File: config.mk
export PLATFORM = sky130hd
export DESIGN_NAME = pgm_gfx_mem_arbiter
export DESIGN_NICKNAME = d
export VERILOG_FILES = /design/src/rtl/pgm_video_pkg.sv /design/src/rtl/pgm_gfx_mem_arbiter.sv
export SDC_FILE = /design/constraint.sdc
export NUM_CORES = 1
export LEC_CHECK = 0
export ABC_AREA = 0
export BUFFER_PORTS_ARGS = -buffer_cell sky130_fd_sc_hd__buf_2
export CAP_MARGIN = 15
export CORE_MARGIN = 3
export CORE_UTILIZATION = 44
export CTS_CLUSTER_DIAMETER = 200
export DETAILED_ROUTE_END_ITERATION = 6
export HOLD_SLACK_MARGIN = 0.1
export PLACE_DENSITY = 0.76
export SYNTH_ARGS = -nofsm -noshare
export SYNTH_HDL_FRONTEND = slang
export SYNTH_SLANG_ARGS = --single-unit
File: constraint.sdc
create_clock -name clk -period 2.2 [get_ports clk]
set_clock_uncertainty 0.2 [all_clocks]
set_input_delay 0.44 -clock clk [delete_from_list [all_inputs] [get_ports clk]]
set_output_delay 0.44 -clock clk [all_outputs]
set_load 0.1 [all_outputs]
File: src/rtl/pgm_video_pkg.sv
// Shared types and constants for the PGM video pipeline graphics fetch path.
package pgm_video_pkg;

    localparam int GFX_ADDR_W = 29;
    localparam int GFX_DATA_W = 64;
    localparam int GFX_WD_W   = 8;

    typedef enum logic [1:0] {
        IDLE  = 2'd0,
        ISSUE = 2'd1,
        WAIT  = 2'd2
    } arb_state_t;

    typedef enum logic {
        SPR  = 1'b0,
        TILE = 1'b1
    } gfx_req_id_t;

    // Winner selection. With rotation enabled, a tie goes to whoever did not
    // win last; a lone requester always wins.
    function automatic gfx_req_id_t pick_winner(input logic spr, input logic tile,
                                                input gfx_req_id_t last, input bit rr);
        if (spr && tile && rr)
            return (last == SPR) ? TILE : SPR;
        return spr ? SPR : TILE;
    endfunction

endpackage

File: src/rtl/pgm_gfx_mem_arbiter.sv
// Two-port read arbiter/sequencer for the graphics DDRAM read channel.
// Sprite and tile fetchers share one 64-bit read port; one read per grant,
// data returned to the granted requester, watchdog abandons lost reads.
// Optional build macro: PGM_ARB_ROUND_ROBIN_EN (round-robin on ties;
// otherwise fixed priority, sprite over tile).
module pgm_gfx_mem_arbiter
    import pgm_video_pkg::*;
#(
    parameter int TIMEOUT = 255
) (
    input  logic                  clk,
    input  logic                  reset,
    input  logic                  spr_req,
    input  logic [GFX_ADDR_W-1:0] spr_addr,
    output logic                  spr_valid,
    input  logic                  tile_req,
    input  logic [GFX_ADDR_W-1:0] tile_addr,
    output logic                  tile_valid,
    output logic [GFX_DATA_W-1:0] rd_data,
    output logic                  ddram_rd,
    output logic [GFX_ADDR_W-1:0] ddram_addr,
    input  logic                  ddram_busy,
    input  logic [GFX_DATA_W-1:0] ddram_dout,
    input  logic                  ddram_dout_ready,
    output logic                  timeout_err,
    output logic                  owner
);

`ifdef PGM_ARB_ROUND_ROBIN_EN
    localparam bit RR_EN = 1'b1;
`else
    localparam bit RR_EN = 1'b0;
`endif

    // Watchdog value seen in the TIMEOUT-th WAIT cycle (counts from 0).
    localparam logic [GFX_WD_W-1:0] WD_LAST = 8'(TIMEOUT - 1);

    arb_state_t          state, state_nxt;
    logic [GFX_WD_W-1:0] wd;
    gfx_req_id_t         owner_id, last_win, win_id;
    logic                any_req, issue_go, rsp_take, wd_hit, wd_expire;

    // Arbitration and per-state event decode.
    always_comb begin
        any_req   = spr_req | tile_req;
        win_id    = pick_winner(spr_req, tile_req, last_win, RR_EN);
        issue_go  = (state == ISSUE) && !ddram_busy;
        rsp_take  = (state == WAIT) && ddram_dout_ready;
        wd_hit    = (wd == WD_LAST);
        wd_expire = (state == WAIT) && !ddram_dout_ready && wd_hit;
    end

    // State register.
    always_ff @(posedge clk) begin
        if (reset)
            state <= IDLE;
        else
            state <= state_nxt;
    end

    // Next-state logic; a response in the expiry cycle beats the timeout.
    always_comb begin
        state_nxt = state;
        case (state)
            IDLE:    if (any_req) state_nxt = ISSUE;
            ISSUE:   if (!ddram_busy) state_nxt = WAIT;
            WAIT:    if (ddram_dout_ready || wd_hit) state_nxt = IDLE;
            default: state_nxt = IDLE;
        endcase
    end

    // Read strobe: one cycle, only when the port can accept it.
    always_comb begin
        ddram_rd = issue_go && !reset;
    end

    // Grant latch, watchdog, returned data, result pulses and rotation memory.
    always_ff @(posedge clk) begin
        if (reset) begin
            ddram_addr  <= '0;
            owner_id    <= SPR;
            last_win    <= TILE;
            wd          <= '0;
            rd_data     <= '0;
            spr_valid   <= 1'b0;
            tile_valid  <= 1'b0;
            timeout_err <= 1'b0;
        end else begin
            spr_valid   <= rsp_take && (owner_id == SPR);
            tile_valid  <= rsp_take && (owner_id == TILE);
            timeout_err <= wd_expire;

            if (state == IDLE && any_req) begin
                owner_id   <= win_id;
                ddram_addr <= (win_id == TILE) ? tile_addr : spr_addr;
            end

            if (issue_go)
                wd <= '0;
            else if (state == WAIT && !ddram_dout_ready)
                wd <= wd + 8'd1;

            if (rsp_take)
                rd_data <= ddram_dout;

            if (rsp_take || wd_expire)
                last_win <= owner_id;
        end
    end

    assign owner = owner_id;

endmodule

==> metrics, run 1 <==
global-route wire length before repair ~17 mm; FILL cells between 700 and 800; Worst-Skew Late Latency 0.34 ns; FMAX around 470 MHz; minimum clock period 2.13 ns; CTS Root Cell clkbuf_8; R2R cell count 3; Port Buffers approximately 230; Hold Crit Class primary input to flip-flop; pin count of the biggest net entering global routing 66; Synth area leader dfxtp_1; register area around 2100 µm²; Starting Density between 40% and 50%; via/cell ratio a little over 5; largest delay contributor family on the critical path simple AND/OR/NAND/NOR gates; H-tree Lvls 3; min-delay src ddram_dout[20]; Yosys cell types 31; antenna violations before repair 0; Post-Syn Instances between 400 and 500; drt wl/cell about 14 µm; Hold WS between 0.1 and 0.15 ns; buffer depth of the longest clock path 2; outcome completed; WP buf/inv 1; gr usage total around a fifth; critical path required time 1.56 ns; First DRT Iteration DRCs 88; crit path cell chain or3b_4 > nor2_4 > buf_12; hold path cells 3; Vert. Die Dim 103 µm; reg2reg end ddram_addr[6]; CTS tree yes; drt total wl about 12 mm; Final WS setup between 0.06 and 0.07 ns; Final Hold Fails 0; Cell Area, Synth a little over 4000 µm²; post-route setup TNS 0 ns; Layout area overhead 37.9%; vias post-DR ~4,100; peak supply drop around 0.47 mV; worst r2r src state[1]; Placed Cells 788; #FFs+latches synth between 100 and 150; footprint of the multi-input gates approximately 1800 µm²; Reg clk slew, reported paths approximately 0.11 ns; CTS Buf Count 9; final core occ around 64%; die area around 11,000 µm²; die extent in x 103 µm; # IOs 226; core area ~9000 µm²; GPL Wtd Cong roughly 0.8; Inserted Diodes 0; post-synthesis sequential area ratio a little over half; Detail Route Antenna Nets 0; hold endpoint rd_data[20]; Crit. End Element output pin; period utilisation layout a little over nine tenths; critical path data arrival time around 1.5 ns; Setup Buffers After CTS 0; pwr dens 818 nW/µm²; Syn Area/Cell between 8 and 9 µm²; fin nets approximately 830; RSZ-0062 raised after global routing false; # setup viols final 0; top cells by area, synth dfxtp_1 52%, nand2_1 12%, a21oi_1 12%, mux2i_1 7.3%, a211oi_1 5.7%; Synth Net Count slightly above 600; R2R setup slack 0.25 ns; worst slack, placed between 0.15 and 0.2 ns; Max-Slew Margin vs Limit between 20% and 30%; Critical Path Source Type flip-flop; # rows 34; crit path kind flip-flop to output pin; count of pins over their slew limit 0; TritonRoute pass-1 iters 4; grt total ovfl 0; Ys Warns 0; slowest CP cell or3b_4; cell leakage power around 2.6 nW; final std cells w/o fill 817; vias in the first global route ~3,600; Worst-Margin Slew 1.06 ns; layout cells sized above 1 between 30% and 40%; total clock sinks roughly 110; Synth top area share 52.2%; Max-Cap Viols 0; Crit Path Max Fanout 9; DP Wirelength 8.62 mm; CP max stage delay approximately 0.46 ns; Post-route DRC 0
worst reg2reg max path, delay by kind of cell, from the launching register on:
family / cells / cell delay [ns]
and+or+nand+nor: 2 / 0.98
AOI/OAI and AO/OA: 1 / 0.20
DFF: 1 / 0.39
what timing repair did:
action                                  in CTS  in global routing
gates resized for setup                      2                  0
endpoints found under the setup margin       1                  0
hold buffers                                13                  0
endpoints found under the hold margin       13                  0
sequential cells by signal, summed over array words and instances (netlist names):
signal and count:
ddram_addr 29, wd 8, state 2, timeout_err 1
rd_data 64, spr_valid 1, owner 1, tile_valid 1
power by group:
group	leakage, nW	internal, mW	switching [mW]
Sequential	0.872	2.04	0.0622
Combinational	1.62	0.294	1.02
Clock	0.0999	0.563	0.648
final cells by class:
| class | count | share of cell area (%) |
|---|---|---|
| Inverter | 4 | 0.265 |
| Clock inverter | 5 | 1.06 |
| Clock buffer | 11 | 2.50 |
| Sequential cell | 107 | 37.9 |
| Multi-Input combinational cell | 334 | 31.9 |
| Tap cell | 108 | 2.39 |
| Timing Repair Buffer | 248 | 24.0 |
layer usage:
metal	up-vias	share of wire (%)	track usage, %
met5	-	0	0
met4	0	1.7	6.26
met3	16	8.8	5.62
met2	185	50	36.4
met1	1847	40	23.4
li1	2096	-	-
per-stage QoR:
stage | power [mW] | area [µm²]
finish | 4.63 | 5660
detailed placement | 3.44 | 5320
global placement | 3.42 | 5320
floorplan | 3.15 | 4110
global route | 4.81 | 5660
CTS | 4.66 | 5660
kinds of logic after synthesis:
| kind of cell | Yosys count | share of synthesized area [%] |
|---|---|---|
| buffers and inverters | 45 | 4.18 |
| adder cells (fa/ha/maj) | 2 | 0.610 |
| XOR/XNOR | 1 | 0.213 |
| AND/OR/NAND/NOR | 163 | 16.5 |
| AO/OA/AOI/OAI | 138 | 19.0 |
| multiplexers | 30 | 7.32 |
| flip-flops | 107 | 52.2 |
placed cells by master (no fill, tap or decap), types with 5 or more instances in the layout:
cell type	count
buf_2	224
nand2_1	136
dfxtp_1	106
a21oi_1	99
a211oi_1	31
mux2i_1	30
dlygate4sd3_1	13
clkbuf_8	10
buf_4	9
o21ai_0	5
synth_stat cells, drive strengths merged:
master     n
a211oi    31
mux2i     30
nand4bb    1
or3        3
inv        4
or3b       2
nand3      4
nor4       2
nand3b     2
or4        1
xor2       1
a21oi     99
a2111oi    1
dfxtp    107
a221oi     1
nand2    136
buf        8
o31ai      1
nor2       5
or2        1
nand4      1
o21ai      5
and3       1
nor3b      1
nor3       1
clkbuf    33
and2       1
and3b      1
ha         2
worst max-delay path by stage:
stage,start,to,depth (start not counted)
floorplan,state[0],ddram_rd,3
global placement,ddram_busy,ddram_rd,4
detailed placement,ddram_busy,ddram_rd,4
CTS,state[1],ddram_rd,3
global route,state[1],ddram_rd,3
finish,state[1],ddram_rd,3
No activity file was read; power rests on OpenSTA's default activity.
==> inputs of run 2 (changes only) <==
--- a/config.mk
+++ b/config.mk
@@ -9,11 +9,12 @@
 export BUFFER_PORTS_ARGS = -buffer_cell sky130_fd_sc_hd__buf_2
 export CAP_MARGIN = 15
 export CORE_MARGIN = 3
-export CORE_UTILIZATION = 44
+export CORE_UTILIZATION = 46
+export CTS_BUF_LIST = sky130_fd_sc_hd__clkbuf_4 sky130_fd_sc_hd__clkbuf_8
 export CTS_CLUSTER_DIAMETER = 200
 export DETAILED_ROUTE_END_ITERATION = 6
 export HOLD_SLACK_MARGIN = 0.1
-export PLACE_DENSITY = 0.76
+export PLACE_DENSITY = 0.79
 export SYNTH_ARGS = -nofsm -noshare
 export SYNTH_HDL_FRONTEND = slang
 export SYNTH_SLANG_ARGS = --single-unit
==> metrics, run 2 (same netlist as run 1, synthesis figures left out) <==
H-tree Lvls 3; minimum clock period roughly 2.1 ns; worst r2r src state[0]; outcome completed; via/cell ratio approximately 5; FMAX 477 MHz; RSZ-0062 raised after global routing false; buffer depth of the longest clock path 2; most flop-heavy register rd_data; Power Internal between 3 and 4 mW; die extent in x approximately 100 µm; vias in the first global route 3,835; Layout area overhead 35.6%; Max-Cap Viols 0; CP max stage delay about 0.44 ns; antenna violations before repair 0; Reg clk slew, reported paths 0.10 ns; GPL Wtd Cong about 0.85; First DRT Iteration DRCs 123; TritonRoute pass-1 iters 5; Final WS setup 0.103 ns; peak supply drop about 0.44 mV; CTS Root Cell clkbuf_8; WP buf/inv 1; # setup viols final 0; drt wl/cell approximately 14 µm; CP startpoint state[1]; Worst-Margin Slew around 1.0 ns; clock group share of total power around 29%; Net Sw Power 1.73 mW; Sequential Power Share ~44%; DP Wirelength ~8.5 mm; # IOs between 200 and 250; Logic pwr share 27.2%; grt total ovfl 0; largest delay contributor family on the critical path simple AND/OR/NAND/NOR gates; Port Buffers 225; Critical Path Source Type flip-flop; # rows 33; Post-route DRC 0; drt total wl 11.3 mm; critical path data arrival time approximately 1.5 ns; R2R cell count 4; critical path required time about 1.6 ns; slowest CP cell or3b_4; layout cells sized above 1 between 30% and 40%; pin count of the biggest net entering global routing 77; count of pins over their slew limit 0; worst slack, placed 0.164 ns; Worst-Skew Late Latency between 0.3 and 0.4 ns; number of flip-flops under the largest register name between 60 and 70; Detail Route Antenna Nets 0; period utilisation layout 95.3%; post-route setup TNS 0 ns; Crit Path Max Fanout 9; gr usage total between 20% and 30%; core area between 8000 and 9000 µm²; fin nets 820; CTS tree yes; Final Hold Fails 0; vias post-DR 4,093; CP Depth 3; FILL cells between 700 and 800; global-route wire length before repair about 18 mm; Inserted Diodes 0; Critical Path Sink ddram_rd; cell leakage power 2.55 nW; pwr dens ~860 nW/µm²; total clock sinks roughly 110; Crit. End Element output pin; crit path kind flip-flop to output pin; commonest non-fill, non-tap cell in the layout buf_2; Sw Share 36.4%; die area a little over 10,000 µm²; crit path cell chain or3b_4 > nor2_4 > buf_12; Starting Density 48.7%; CTS Buf Count 9; Vert. Die Dim about 100 µm; R2R setup slack between 0.2 and 0.25 ns; Hold Crit Class primary input to flip-flop; top flop regs rd_data: 64 flops, ddram_addr: 29 flops, wd: 8 flops; reg2reg end ddram_addr[12]; most frequent cells in the layout 224 x buf_2, 136 x nand2_1, 106 x dfxtp_1; Max-Slew Margin vs Limit a little under a third
-- run 2: changes by cell type in the layout (fill, tap and decap cells not counted) --
cell and delta:
inv_6 -1, bufinv_16 +1, buf_12 +1, clkinv_4 +1
dlygate4sd3_1 -12, clkinv_2 -1, clkbuf_1 -1, buf_4 -3
clkbuf_8 +1
-- run 2: tightest hold or removal path, delay by kind of cell --
kind            cells  cell delay, ns
buf+inv             1            0.09
compound gates      1            0.05
simple gates        1            0.04
-- run 2: per-stage QoR --
step / instance area (µm²) / total power [mW] / hold slack [ns] / util, % / std cells
4_1_cts: 5570 / 4.78 / 0.100 / 66.1 / 800
2_1_floorplan: 4110 / 3.15 / 0.254 / - / 486
3_3_place_gp: 5320 / 3.42 / 0.239 / 63.1 / 783
6_report: 5570 / 4.76 / 0.117 / 66.1 / 800
5_1_grt: 5570 / 4.94 / 0.105 / 66.1 / 800
3_5_place_dp: 5320 / 3.44 / 0.243 / 63.1 / 783
-- run 2: how the worst min path moves through the flow --
stage | startpoint | end | cells after the start
5_1_grt | ddram_dout[25] | rd_data[25] | 3
3_3_place_gp | rd_data[39] | rd_data[39] | 2
3_5_place_dp | rd_data[6] | rd_data[6] | 2
2_1_floorplan | wd[7] | timeout_err | 2
6_report | ddram_dout[19] | rd_data[19] | 3
4_1_cts | ddram_dout[12] | rd_data[12] | 3
-- run 2: per-layer routing --
layer	global-route usage (%)	part of all wire, %	vias up
met4	6.22	1.3	0
li1	-	-	2065
met3	4.08	8.5	16
met1	26.3	40	1826
met2	38.0	50	186
met5	0	0	-
-- run 2: power groups by stage --
stage / registers [mW] / logic [mW] / clock network, mW
finish: 2.10 / 1.29 / 1.36
global placement: 2.14 / 1.28 / 0
CTS: 2.10 / 1.30 / 1.38
detailed placement: 2.15 / 1.30 / 0
global route: 2.12 / 1.36 / 1.46
floorplan: 2.85 / 0.299 / 0
-- run 2: what timing repair did --
action,in CTS,in global routing
endpoints found under the hold margin,1,0
cloned,0,0
hold buffers,1,0
buffers inserted,0,0
gates resized for setup,1,1
endpoints found under the setup margin,1,1
-- run 2: cell type report --
type                       instances  area, µm²  area share (%)
timing repair buffer             234       1240            22.2
sequential                       107       2140            38.5
inverter                           4       15.0           0.270
clock buffer                      11        151            2.72
tap                              105        131            2.36
multi-input combinational        334       1800            32.4
clock inverter                     5       85.1            1.53
==> inputs of run 3 (changes only) <==
==> constraint.sdc (replaced) <==
create_clock -name clk -period 2.3 [get_ports clk]
set_clock_uncertainty 0.2 [all_clocks]
set_input_delay 0.46 -clock clk [delete_from_list [all_inputs] [get_ports clk]]
set_output_delay 0.46 -clock clk [all_outputs]
set_load 0.1 [all_outputs]
==> metrics, run 3 (same netlist as run 1, synthesis figures left out) <==
critical path data arrival time 1.50 ns; # setup viols final 0; period utilisation layout between 90 and 100%; Net Sw Power ~1.6 mW; minimum clock period between 2 and 2.5 ns; global-route wire length before repair between 15 and 20 mm; buffer depth of the longest clock path 2; Critical Path Source Type flip-flop; register area 2150 µm²; H-tree Lvls 3; post-route setup TNS 0 ns; Worst-Skew Late Latency 0.35 ns; crit path kind flip-flop to output pin; DP Wirelength roughly 8.6 mm; most flop-heavy register rd_data; cell leakage power 2.54 nW; pin count of the biggest net entering global routing between 70 and 80; clock group share of total power between 20% and 30%; footprint of the multi-input gates 1800 µm²; TritonRoute pass-1 iters 4; # rows 33; RSZ-0062 raised after global routing false; Inserted Diodes 0; Setup Buffers After CTS 0; core area 8420 µm²; Hold WS roughly 0.13 ns; Post-route DRC 0; GPL Wtd Cong 0.812; Starting Density roughly 49%; top flop regs rd_data: 64 flops, ddram_addr: 29 flops, wd: 8 flops; final core occ between 60% and 70%; cts hold-fix bufs 0; count of pins over their slew limit 0; Detail Route Antenna Nets 0; vias post-DR 4,097; via/cell ratio between 5 and 6; Crit. End Element output pin; number of flip-flops under the largest register name 64; FMAX approximately 460 MHz; Logic pwr share 27.5%; Reg clk slew, reported paths ~0.10 ns; grt total ovfl 0; critical path required time approximately 1.6 ns; CTS Buf Count 9; Sequential Power Share 44.9%; Port Buffers 225; CTS Root Cell clkbuf_8; CTS tree yes; Power Internal 2.85 mW; Post-Layout Inst Area 5550 µm²; Crit Path Max Fanout 9; antenna violations before repair 0; commonest non-fill, non-tap cell in the layout buf_2; Hold Crit Class primary input to flip-flop; Sw Share between 30 and 40%; Worst-Margin Slew between 1 and 1.5 ns; Vert. Die Dim between 100 and 150 µm; drt total wl between 10 and 15 mm; pwr dens approximately 810 nW/µm²; slowest CP cell or3b_4; Final Hold Fails 0; CP max stage delay 0.46 ns; Max-Slew Margin vs Limit a little under a third; placed cell area approximately 5300 µm²; drt wl/cell about 14 µm; gr usage total a little over a fifth; FILL cells between 700 and 800; layout cells sized above 1 36.5%; die extent in x roughly 100 µm; Layout area overhead 35.2%; vias in the first global route between 3,000 and 4,000; total clock sinks between 100 and 150; most frequent cells in the layout 224 x buf_2, 136 x nand2_1, 106 x dfxtp_1; die area 10,100 µm²; Max-Cap Viols 0; peak supply drop roughly 0.46 mV; outcome completed; First DRT Iteration DRCs roughly 120; crit path cell chain or3b_4 > nor2_4 > buf_12; fin nets 818; largest delay contributor family on the critical path simple AND/OR/NAND/NOR gates; WP buf/inv 1; # IOs approximately 230
-- run 3: cell count changes in the layout (fill, tap and decap cells not counted), sizes merged --
cell and delta:
inv +1, dlygate4sd3 -1, clkbuf -1, buf -1, clkinv -1, clkinvlp +1
-- run 3: worst reg2reg max path, cell delays in order (launching register included) --
cell and delay (ns):
dfxtp_1 0.40, nor2_2 0.18, and2_1 0.84, a211oi_1 0.20
-- run 3: stage by stage --
| step | std cells | setup WS [ns] | power (mW) |
|---|---|---|---|
| after CTS | 798 | 0.00950 | 4.53 |
| after global placement | 782 | 0.251 | 3.27 |
| after global routing | 798 | 0.0715 | 4.66 |
| after detailed placement | 782 | 0.242 | 3.29 |
| final | 798 | 0.139 | 4.49 |
| after floorplan | 486 | 0.166 | 3.01 |
-- run 3: power by group through the flow --
stage	logic, mW	clock network, mW	registers, mW
floorplan	0.286	0	2.73
global placement	1.22	0	2.05
detailed placement	1.24	0	2.06
CTS	1.24	1.27	2.02
global route	1.30	1.34	2.03
finish	1.24	1.24	2.02
-- run 3: timing repair --
| action | in CTS | in global routing |
|---|---|---|
| resized for setup | 2 | 1 |
| endpoints found under the hold margin | 0 | 0 |
| setup endpoints to repair | 1 | 1 |
-- run 3: metal layers --
layer	up-vias	global-route usage (%)	routed length, µm
met4	0	6.94	110
met5	-	0	0
met1	1853	25.6	4670
met2	164	39.1	5840
met3	8	4.36	806
li1	2072	-	-
-- run 3: final timing paths --
| kind | startpoint | end | slack, ns | cells past startpoint |
|---|---|---|---|---|
| worst max register to register | state[1] | ddram_addr[3] | 0.31 | 3 |
| worst max-delay path | state[1] | ddram_rd | 0.14 | 3 |
| worst min-delay path | ddram_dout[21] | rd_data[21] | 0.13 | 3 |
| worst min register to register | rd_data[7] | rd_data[7] | 0.26 | 2 |
-- run 3: layout make-up --
type	instances	area share (%)
flip-flops and latches	107	38.7
multi-input cells	334	32.5
repair buffers	232	22.2
clock buffers	10	2.37
well taps	105	2.37
clock inverters	6	1.60
inverters	4	0.271
